$ cat src/rtl/boot_uart_tx.sv
// 8N1 UART transmitter for the boot-download link: sends the low 1..4 bytes of a
// captured 32-bit word, most significant selected byte first, each byte LSB first.
module boot_uart_tx #(
  parameter int CLK_FREQ  = 80000000,
  parameter int BAUD_RATE = 115200
) (
  input  logic        clk,
  input  logic        reset_n,
  input  logic        word_valid,
  output logic        word_ready,
  input  logic [31:0] word_data,
  input  logic [1:0]  word_len,
  output logic        tx,
  output logic        busy,
  output logic        done
);

  localparam int DIV = CLK_FREQ / BAUD_RATE;
  localparam int BW  = (DIV > 1) ? $clog2(DIV) : 1;
  localparam logic [BW-1:0] LAST_BAUD = BW'(DIV - 1);

  typedef enum logic [1:0] {S_IDLE, S_START, S_DATA, S_STOP} state_t;

  state_t          r_state;
  logic            r_armed;
  logic [BW-1:0]   r_baud_cnt;
  logic [2:0]      r_bit_cnt;
  logic [1:0]      r_byte_cnt;
  logic [7:0]      r_shift;
  logic [23:0]     r_word;
  logic            r_tx;
  logic            r_busy;
  logic            r_done;

  logic            w_ready;
  logic            w_bit_end;
  logic [7:0]      w_first_byte;
  logic [7:0]      w_next_byte;

  // r_armed keeps word_ready low until the first edge after reset release
  assign w_ready    = (r_state == S_IDLE) && r_armed;
  assign w_bit_end  = (r_baud_cnt == LAST_BAUD);
  assign word_ready = w_ready;
  assign tx         = r_tx;
  assign busy       = r_busy;
  assign done       = r_done;

  always_comb begin
    w_first_byte = word_data[7:0];
    case (word_len)
      2'd1:    w_first_byte = word_data[15:8];
      2'd2:    w_first_byte = word_data[23:16];
      2'd3:    w_first_byte = word_data[31:24];
      default: w_first_byte = word_data[7:0];
    endcase
  end

  // Next byte is the one below the current byte_cnt; the top byte is never reloaded
  always_comb begin
    w_next_byte = r_word[7:0];
    case (r_byte_cnt)
      2'd2:    w_next_byte = r_word[15:8];
      2'd3:    w_next_byte = r_word[23:16];
      default: w_next_byte = r_word[7:0];
    endcase
  end

  always_ff @(posedge clk or negedge reset_n) begin
    if (!reset_n) begin
      r_state    <= S_IDLE;
      r_armed    <= 1'b0;
      r_baud_cnt <= '0;
      r_bit_cnt  <= '0;
      r_byte_cnt <= '0;
      r_shift    <= '0;
      r_word     <= '0;
      r_tx       <= 1'b1;
      r_busy     <= 1'b0;
      r_done     <= 1'b0;
    end else begin
      r_armed <= 1'b1;
      r_done  <= 1'b0;
      case (r_state)
        S_IDLE: begin
          if (word_valid && w_ready) begin
            r_word     <= word_data[23:0];
            r_shift    <= w_first_byte;
            r_byte_cnt <= word_len;
            r_bit_cnt  <= '0;
            r_baud_cnt <= '0;
            r_busy     <= 1'b1;
            r_tx       <= 1'b0;
            r_state    <= S_START;
          end
        end
        S_START: begin
          if (w_bit_end) begin
            r_baud_cnt <= '0;
            r_tx       <= r_shift[0];
            r_state    <= S_DATA;
          end else begin
            r_baud_cnt <= r_baud_cnt + 1'b1;
          end
        end
        S_DATA: begin
          if (w_bit_end) begin
            r_baud_cnt <= '0;
            r_shift    <= {1'b0, r_shift[7:1]};
            if (r_bit_cnt == 3'd7) begin
              r_bit_cnt <= '0;
              r_tx      <= 1'b1;
              r_state   <= S_STOP;
            end else begin
              r_bit_cnt <= r_bit_cnt + 1'b1;
              r_tx      <= r_shift[1];
            end
          end else begin
            r_baud_cnt <= r_baud_cnt + 1'b1;
          end
        end
        S_STOP: begin
          if (w_bit_end) begin
            r_baud_cnt <= '0;
            if (r_byte_cnt == 2'd0) begin
              r_busy  <= 1'b0;
              r_done  <= 1'b1;
              r_state <= S_IDLE;
            end else begin
              r_byte_cnt <= r_byte_cnt - 1'b1;
              r_shift    <= w_next_byte;
              r_tx       <= 1'b0;
              r_state    <= S_START;
            end
          end else begin
            r_baud_cnt <= r_baud_cnt + 1'b1;
          end
        end
      endcase
    end
  end

endmodule

$ cat config.mk
export PLATFORM = sky130hd
export DESIGN_NAME = boot_uart_tx
export DESIGN_NICKNAME = d
export VERILOG_FILES = /design/src/rtl/boot_uart_tx.sv
export SDC_FILE = /design/constraint.sdc
export NUM_CORES = 1
export LEC_CHECK = 0
export CORE_UTILIZATION = 55
export CTS_BUF_LIST = sky130_fd_sc_hd__clkbuf_4
export DETAILED_ROUTE_END_ITERATION = 6
export PLACE_DENSITY = 0.8
export SYNTH_ARGS = -nofsm -noshare
export SYNTH_HDL_FRONTEND = slang
export SYNTH_SLANG_ARGS = --single-unit
$ cat constraint.sdc
create_clock -name clk -period 2.3 [get_ports clk]
set_clock_uncertainty 0.1 [all_clocks]
set_input_delay 0.345 -clock clk [delete_from_list [all_inputs] [get_ports clk]]
set_output_delay 0.345 -clock clk [all_outputs]
set_load 0.005 [all_outputs]
==> flow_summary.ini, run 1 <==
[synthesis]
syn_area_sq_mm = 0.00302
seq_area_frac_synth_pct = 43.9
synth_top_area_share_pct = 43.1
ys_seq_elements = 53
async_reset_ff_share_pct = 100
synth.mux.area_fraction_pct = 19.3
avgSynthCellArea_sq_um = 11.5
synth_ff_type = dfrtp_1
synth-edff-count = 0
synth_xor_area_share_pct = 0.290
yosys_warnings = 0
yosys.area_share.simple_pct = 10.8
ys_types = 49
synth_area_leaders = dfrtp_1 (43%), mux2_2 (9.3%), ha_1 (5.4%), mux4_2 (5.2%), a22o_1 (4.1%)
synth_common_cells = dfrtp_1 (52), mux2_2 (25), nand2_1 (19)
synth_nets = 312
synth_compound_area_share_pct = 15.9
synth_area_leader_cell = dfrtp_1
synthCells = 262
synth.most_common_cell = dfrtp_1
synth_top_family_by_area = multiplexers
synth-adder-area-share_pct = 5.38

[setup_path]
crit_chain = inv_2 > ha_4 > and2_1 > clkdlybuf4s50_1
critPathLaunchType = flip-flop
cp_max_fo = 7
crit_type = flip-flop to output pin
critPathMaxStageDelay_ns = 0.49
cpMaxStageDelayCell = clkdlybuf4s50_1
cp.required_ns = 1.86
cp.arrival_ns = 1.74
setup.worst_path.end_class = output pin

[sta]
hold_slack_ns = 0.386
setup_tns_ns = 0
timing.final.ws_setup_ns = 0.112
max_freq_mhz = 457
min_period_ns = 2.19
drv_slew = 0
setup_viol = 0
hold_violations = 0
fin_crit_sh_pct = 95.1
relSlewSlack_pct = 51.6
rsz0062_at_grt = no
worst_slew_pin_slew_ns = 0.719

[power_and_ir_drop]
switching_power_mw = 0.338
peakVddDrop_uv = 290
powerDensity_mw_per_mm2 = 458
p_leak_nw = 1.69
pwr-share-comb_pct = 7.8
seq_power_share_pct = 55.1
p_total_mw = 1.69
switching_share_pct = 19.9
p_clk_share_pct = 37.1
internal_power_mw = 1.36

[global_routing]
grt_pass1_wl_um = 11100
track_usage_pct = 24.3
overflow = 0
grt_pass1_vias = 2343
grt_max_degree = 54
grt_antenna_before_repair = 0

[placed_design]
dp_hpwl_um = 4480
gp_congestion = 0.837
portBuffers = 40
dp_cells = 373
post_dp_cell_area_sq_mm = 0.00357
place_ws_ns = -0.0393

[layout]
fin_util_pct = 71.2
fin_nets = 361
area_growth_pct = 22.6
fin_area_sq_mm = 0.00370
post_layout_nonfiller_instances = 382
drive_above_1_share_pct = 24.7
multi_input_area_sq_mm = 0.00158
insertedDiodeCount = 0
regArea_sq_mm = 0.00133
nFillCells = 420

[clock_tree]
post_cts_buffers = 0
cts_sinks = 53
cts_tree = built
clk_root_buffer_cell = clkbuf_4
cts_buffers = 5
h-tree-depth = 2
clock_path_buffers = 2
cts.clk_slew.worst_paths_ns = 0.14
clk_latency_ns = 0.37

[die]
num_rows = 26
io_pins = 41
coreArea_sq_mm = 0.00520
die_x_um = 76.1
fp.dieH_um = 76.1
initial_core_util_pct = 58.1
die_area_sq_mm = 0.00579

[job]
maxCapViolCount = 0

[hold_path]
hold_path.class = input port to asynchronous set/reset pin

[drt]
drt_first_pass_iters = 4
viasPerCell = 5.89
wl_per_cell_um = 16.7
drc = 0
drt-total-wl_um = 6380
drt_iter0_drc = 118
ant_nets = 0
via_count = 2250

[outcome]
outcome = finished clean
-- worst max-delay path, delay by kind of cell (launching register included) --
kind | cells | cell delay [ns]
fa+ha+maj | 1 | 0.18
buf+inv | 2 | 0.62
flops | 1 | 0.45
simple gates | 1 | 0.13
-- layer usage --
| metal | GRT usage (%) | part of all wire [%] |
|---|---|---|
| met1 | 31.7 | 44 |
| met2 | 42.5 | 52 |
| met3 | 2.99 | 3.0 |
| met4 | 7.31 | 0.85 |
| met5 | 0 | 0 |
-- power by group through the flow --
stage | clock, mW | combinational (mW) | sequential, mW
after floorplan | 0 | 0.0336 | 0.951
after global placement | 0 | 0.132 | 0.951
after detailed placement | 0 | 0.134 | 0.951
after CTS | 0.645 | 0.135 | 0.934
after global routing | 0.676 | 0.145 | 0.935
final | 0.628 | 0.133 | 0.934
-- what timing repair did --
item,in CTS,in global routing
resized for setup,3,4
hold buffers,1,0
endpoints found under the setup margin,1,6
endpoints found under the hold margin,52,0
-- registers in the layout, summed over array words and instances (netlist names) --
name        cells
busy            1
done            1
r_armed         1
r_baud_cnt     10
r_bit_cnt       3
r_byte_cnt      2
r_shift         8
r_state         2
r_word         24
tx              1
-- placed cells by master, fill, tap and decap left out, types with 2 or more instances in the layout --
cell type | synthesis | final
a21boi_0 | 3 | 3
a21oi_1 | 11 | 11
a22o_1 | 14 | 14
a22oi_1 | 7 | 7
a31o_2 | 2 | 2
a31oi_1 | 3 | 3
and4_1 | 2 | 2
buf_12 | 0 | 3
buf_4 | 2 | 11
bufinv_16 | 0 | 2
clkbuf_4 | 0 | 5
clkdlybuf4s50_1 | 0 | 39
dfrtp_1 | 52 | 51
ha_1 | 13 | 12
inv_1 | 14 | 12
mux2_2 | 25 | 25
mux2_4 | 8 | 8
mux4_2 | 7 | 7
nand2_1 | 19 | 19
nand2b_1 | 2 | 2
nand3_1 | 6 | 6
nand4_1 | 3 | 3
nand4b_1 | 2 | 2
nor2_1 | 2 | 2
nor3_1 | 2 | 2
nor3b_1 | 8 | 8
o211ai_1 | 2 | 2
o21ai_0 | 16 | 16
o22a_1 | 2 | 2
o31ai_1 | 2 | 2
or3_1 | 3 | 3
-- final timing paths --
| kind | slack [ns] | from | end | cells after the start |
|---|---|---|---|---|
| max in group asynchronous | 1.42 | reset_n | tx$_DFFE_PN1P_ | 3 |
| worst max register to register | 0.15 | r_baud_cnt[1]$_DFFE_PN0P_ | r_shift[7]$_DFFE_PN0P_ | 7 |
| min in group clk | 0.42 | r_word[2]$_DFFE_PN0P_ | r_word[2]$_DFFE_PN0P_ | 1 |
| worst max-delay path | 0.11 | r_state[1]$_DFFE_PN0P_ | word_ready | 4 |
| worst min-delay path | 0.39 | reset_n | r_baud_cnt[2]$_DFFE_PN0P_ | 3 |
| worst min register to register | 0.42 | r_word[2]$_DFFE_PN0P_ | r_word[2]$_DFFE_PN0P_ | 1 |
-- final cells by class --
| cell class | count | area share, % |
|---|---|---|
| Multi-Input combinational cell | 182 | 42.7 |
| Clock buffer | 5 | 1.01 |
| Inverter | 14 | 1.49 |
| Sequential cell | 53 | 35.9 |
| Clock inverter | 3 | 1.76 |
| Tap cell | 70 | 2.36 |
| Timing Repair Buffer | 55 | 14.8 |
-- logic make-up after synthesis --
group / after synthesis
other cells: 1
buf+inv: 27
flops: 53
fa+ha+maj: 13
simple gates: 57
xor+xnor: 1
mux: 41
compound gates: 69
Power figures use the tool's default switching activity.
==> inputs of run 2 (changes only) <==
--- a/config.mk
+++ b/config.mk
@@ -5,10 +5,9 @@
 export SDC_FILE = /design/constraint.sdc
 export NUM_CORES = 1
 export LEC_CHECK = 0
-export CORE_UTILIZATION = 55
+export CORE_UTILIZATION = 35
 export CTS_BUF_LIST = sky130_fd_sc_hd__clkbuf_4
 export DETAILED_ROUTE_END_ITERATION = 6
-export PLACE_DENSITY = 0.8
 export SYNTH_ARGS = -nofsm -noshare
 export SYNTH_HDL_FRONTEND = slang
 export SYNTH_SLANG_ARGS = --single-unit
==> flow_summary.ini, run 2 (synthesis gave the netlist of run 1 again) <==
[die]
die_x_um = 94.9
die_area_sq_mm = 0.00901
coreArea_sq_mm = 0.00830
fp.dieH_um = 94.9
num_rows = 33
io_pins = 41
initial_core_util_pct = 36.4

[drt]
drt_first_pass_iters = 4
drt-total-wl_um = 6800
viasPerCell = 5.39
drt_iter0_drc = 81
ant_nets = 0
via_count = 2286
drc = 0
wl_per_cell_um = 16.0

[layout]
drive_above_1_share_pct = 25.7
largest_register_ffs = 24
nFillCells = 789
fin_area_sq_mm = 0.00375
insertedDiodeCount = 0
reg.largest.list = r_word x24, r_baud_cnt x10, r_shift x8
layout_common_cells = dfrtp_1 (52), clkdlybuf4s50_1 (38), mux2_2 (25), buf_4 (20), nand2_1 (19)
top_register = r_word
layout_commonest_cell = dfrtp_1
area_growth_pct = 24.3
fin_nets = 368

[placed_design]
place_ws_ns = -0.0470
dp_hpwl_um = 4830
post_dp_cell_area_sq_mm = 0.00361
gp_congestion = 0.780
portBuffers = 40

[power_and_ir_drop]
switching_power_mw = 0.375
p_leak_nw = 1.73
switching_share_pct = 23.0
p_clk_share_pct = 34.7
seq_power_share_pct = 57.3
internal_power_mw = 1.25
powerDensity_mw_per_mm2 = 434
peakVddDrop_uv = 323
pwr-share-comb_pct = 8.0

[clock_tree]
clk_latency_ns = 0.39
cts_tree = built
cts_buffers = 5
clk_root_buffer_cell = clkbuf_4
cts.clk_slew.worst_paths_ns = 0.18
cts_sinks = 53
clock_path_buffers = 2
h-tree-depth = 2

[global_routing]
overflow = 0
grt_max_degree = 54
grt_pass1_wl_um = 11300
track_usage_pct = 16.3
grt_pass1_vias = 2297
grt_antenna_before_repair = 0

[setup_path]
crit_start = r_state[0]$_DFFE_PN0P_
critPathLaunchType = flip-flop
setup.worst_path.end_class = flip-flop
reg2reg_depth = 7
reg2reg_to = r_shift[5]$_DFFE_PN0P_
rr_startpoint = r_state[0]$_DFFE_PN0P_
crit_type = flip-flop to flip-flop
cp.arrival_ns = 2.32
cp_max_fo = 8
cp.required_ns = 2.48
rrSetupSlack_ns = 0.16

[sta]
timing.final.ws_setup_ns = 0.160
drv_slew = 0
max_freq_mhz = 467
rsz0062_at_grt = no
worst_slew_pin_slew_ns = 0.679
min_period_ns = 2.14
hold_violations = 0
relSlewSlack_pct = 54.3
setup_viol = 0
fin_crit_sh_pct = 93.0

[hold_path]
worstHoldEndpoint = r_word[4]$_DFFE_PN0P_
hold_depth = 1
hold_path.class = flip-flop to flip-flop
hp-start = r_word[4]$_DFFE_PN0P_

[outcome]
outcome = finished clean

[job]
maxCapViolCount = 0
==> run 2: worst max-delay path, cell delays in order (launching register included) <==
cell and delay [ns]:
dfrtp_1 0.44, buf_4 0.16, ha_1 0.26, nand2_1 0.13
a41oi_1 0.11, or3_1 0.32, buf_4 0.20, mux2_4 0.30
==> run 2: timing repair <==
| item | 4_1_cts | 5_1_grt |
|---|---|---|
| hold endpoints to repair | 43 | 0 |
| resized for setup | 3 | 2 |
| hold buffers | 1 | 0 |
| gates cloned | 0 | 0 |
| pin swaps | 0 | 1 |
| endpoints found under the setup margin | 1 | 1 |
| setup buffers | 1 | 3 |
==> run 2: final cells by class <==
class	count	area, sq um	area share (%)
clock buffer	5	37.5	1.00
clock inverter	3	47.5	1.27
inverter	14	52.6	1.40
multi-input combinational	182	1580	42.1
sequential	53	1330	35.4
tap	105	131	3.50
timing repair buffer	62	578	15.4
==> run 2: per-layer routing <==
metal / global-route usage (%) / share of wire (%) / wire length (um)
met4: 4.42 / 1.1 / 75
met2: 28.8 / 50 / 3420
met1: 20.4 / 46 / 3100
met3: 2.82 / 3.1 / 212
met5: 0 / 0 / 0
==> run 2: per-stage QoR <==
step	power, mW	util (%)	std cells	setup TNS, ns	hold WS, ns
finish	1.63	45.2	424	0	0.423
global route	1.70	45.2	424	0	0.444
detailed placement	1.08	43.6	411	-0.199	0.388
global placement	1.08	43.6	411	-0.0660	0.380
CTS	1.65	44.9	421	0	0.427
floorplan	0.985	-	262	0	-0.0506
==> run 2: power by group through the flow <==
stage	combinational, mW	clock, mW	sequential (mW)
floorplan	0.0336	0	0.951
global placement	0.132	0	0.951
detailed placement	0.133	0	0.951
CTS	0.134	0.582	0.935
global route	0.142	0.624	0.935
finish	0.130	0.566	0.934
==> run 2: worst max-delay path by stage <==
| stage | to | slack [ns] | cells past startpoint |
|---|---|---|---|
| floorplan | r_shift[0]$_DFFE_PN0P_ | 0.27 | 7 |
| global placement | r_shift[7]$_DFFE_PN0P_ | -0.03 | 5 |
| detailed placement | r_shift[7]$_DFFE_PN0P_ | -0.05 | 5 |
| CTS | word_ready | 0.02 | 4 |
| global route | r_byte_cnt[1]$_DFFE_PN0P_ | 0.06 | 6 |
| finish | r_shift[5]$_DFFE_PN0P_ | 0.16 | 7 |
==> inputs of run 3 (changes only) <==
==> constraint.sdc (replaced) <==
create_clock -name clk -period 1.9 [get_ports clk]
set_clock_uncertainty 0.1 [all_clocks]
set_input_delay 0.285 -clock clk [delete_from_list [all_inputs] [get_ports clk]]
set_output_delay 0.285 -clock clk [all_outputs]
set_load 0.005 [all_outputs]
==> flow_summary.ini, run 3 (synthesis gave the netlist of run 1 again) <==
[drt]
drt-total-wl_um = 7200
drt_first_pass_iters = 4
via_count = 2424
drc = 0
viasPerCell = 5.27
drt_iter0_drc = 60
ant_nets = 0
wl_per_cell_um = 15.7

[global_routing]
overflow = 0
track_usage_pct = 17.7
grt_pass1_wl_um = 12200
grt_max_degree = 39
grt_antenna_before_repair = 0
grt_pass1_vias = 2452

[die]
num_rows = 33
coreArea_sq_mm = 0.00830
fp.dieH_um = 94.9
io_pins = 41
die_area_sq_mm = 0.00901
initial_core_util_pct = 36.4
die_x_um = 94.9

[placed_design]
post_dp_cell_area_sq_mm = 0.00390
portBuffers = 40
dp_hpwl_um = 5260
gp_congestion = 0.811

[clock_tree]
clk_root_buffer_cell = clkbuf_4
clock_path_buffers = 2
cts_buffers = 5
clk_latency_ns = 0.39
h-tree-depth = 2
cts.clk_slew.worst_paths_ns = 0.16
cts_tree = built
cts_sinks = 53

[setup_path]
setup.worst_path.end_class = flip-flop
cp_max_fo = 8
cp.arrival_ns = 2.15
critPathLaunchType = flip-flop
crit_type = flip-flop to flip-flop
cp.required_ns = 2.08

[sta]
max_freq_mhz = 508
timing.final.ws_setup_ns = -0.0692
rsz0062_at_grt = yes
drv_slew = 0
hold_slack_ns = 0.249
hold_violations = 0
setup_viol = 8
min_period_ns = 1.97
fin_crit_sh_pct = 104

[power_and_ir_drop]
p_leak_nw = 1.90
internal_power_mw = 1.38
switching_power_mw = 0.450
p_clk_share_pct = 29.4
powerDensity_mw_per_mm2 = 444
switching_share_pct = 24.6
pwr-share-comb_pct = 8.8
peakVddDrop_uv = 237
seq_power_share_pct = 61.8

[hold_path]
hold_path.class = input port to asynchronous set/reset pin

[outcome]
violations = negative setup slack
outcome = finished, violations left

[layout]
multi_input_area_sq_mm = 0.00167
layout_commonest_cell = dfrtp_1
area_growth_pct = 36.6
regArea_sq_mm = 0.00133
insertedDiodeCount = 0
reg.largest.list = r_word x24, r_baud_cnt x10, r_shift x8
top_register = r_word
drive_above_1_share_pct = 36.1
fin_nets = 404
largest_register_ffs = 24
fin_area_sq_mm = 0.00413
layout_common_cells = dfrtp_1 (52), buf_4 (49), clkdlybuf4s50_1 (37), mux2_2 (25), nand2_1 (18)
nFillCells = 741

[job]
maxCapViolCount = 0
-- run 3: final timing paths --
kind | from | to | slack [ns] | cells past startpoint
max | r_baud_cnt[1]$_DFFE_PN0P_ | r_shift[0]$_DFFE_PN0P_ | -0.07 | 7
min | reset_n | r_baud_cnt[4]$_DFFE_PN0P_ | 0.25 | 2
max reg2reg | r_baud_cnt[1]$_DFFE_PN0P_ | r_shift[0]$_DFFE_PN0P_ | -0.07 | 7
min reg2reg | r_word[0]$_DFFE_PN0P_ | r_word[0]$_DFFE_PN0P_ | 0.42 | 1
max in group asynchronous | reset_n | r_bit_cnt[0]$_DFFE_PN0P_ | 0.91 | 3
min in group clk | word_data[13] | r_word[13]$_DFFE_PN0P_ | 0.41 | 2
-- run 3: layout make-up --
type | instances | area share (%)
Clock inverter | 3 | 0.515
Sequential cell | 53 | 32.2
Inverter | 14 | 1.27
Timing Repair Buffer | 98 | 21.6
Tap cell | 105 | 3.18
Multi-Input combinational cell | 182 | 40.3
Clock buffer | 5 | 0.909
-- run 3: repair_timing --
action,in CTS,in global routing
buffers inserted,9,3
gates resized for setup,10,10
hold buffers,1,0
setup endpoints to repair,10,17
pin swaps,5,5
endpoints found under the hold margin,14,0
-- run 3: critical path: stages, from the launching register on --
cell     delay, ns
dfrtp_1       0.42
inv_2         0.08
ha_4          0.12
and4b_2       0.26
a41oi_2       0.09
or3_1         0.34
buf_6         0.17
mux2_4        0.30
-- run 3: per-stage QoR --
step,power (mW),setup slack [ns],TNS [ns],utilization (%),instances
floorplan,1.19,-0.0383,-0.306,-,262
detailed placement,1.32,-0.518,-4.25,47.0,441
CTS,1.86,-0.106,-0.733,49.0,458
global route,1.91,-0.140,-1.03,49.7,460
global placement,1.31,-0.456,-4.01,47.0,441
finish,1.83,-0.0692,-0.480,49.7,460
-- run 3: power by group through the flow --
stage	sequential, mW	combinational (mW)	clock [mW]
floorplan	1.15	0.0407	0
detailed placement	1.15	0.165	0
CTS	1.13	0.167	0.561
global route	1.13	0.177	0.601
finish	1.13	0.162	0.539
global placement	1.15	0.163	0
-- run 3: layer usage --
layer	vias up	track usage (%)	part of all wire, %
met4	0	3.91	0.85
met2	40	29.3	48
met1	1201	24.3	49
met3	7	2.82	2.2
li1	1176	-	-
met5	-	0	0
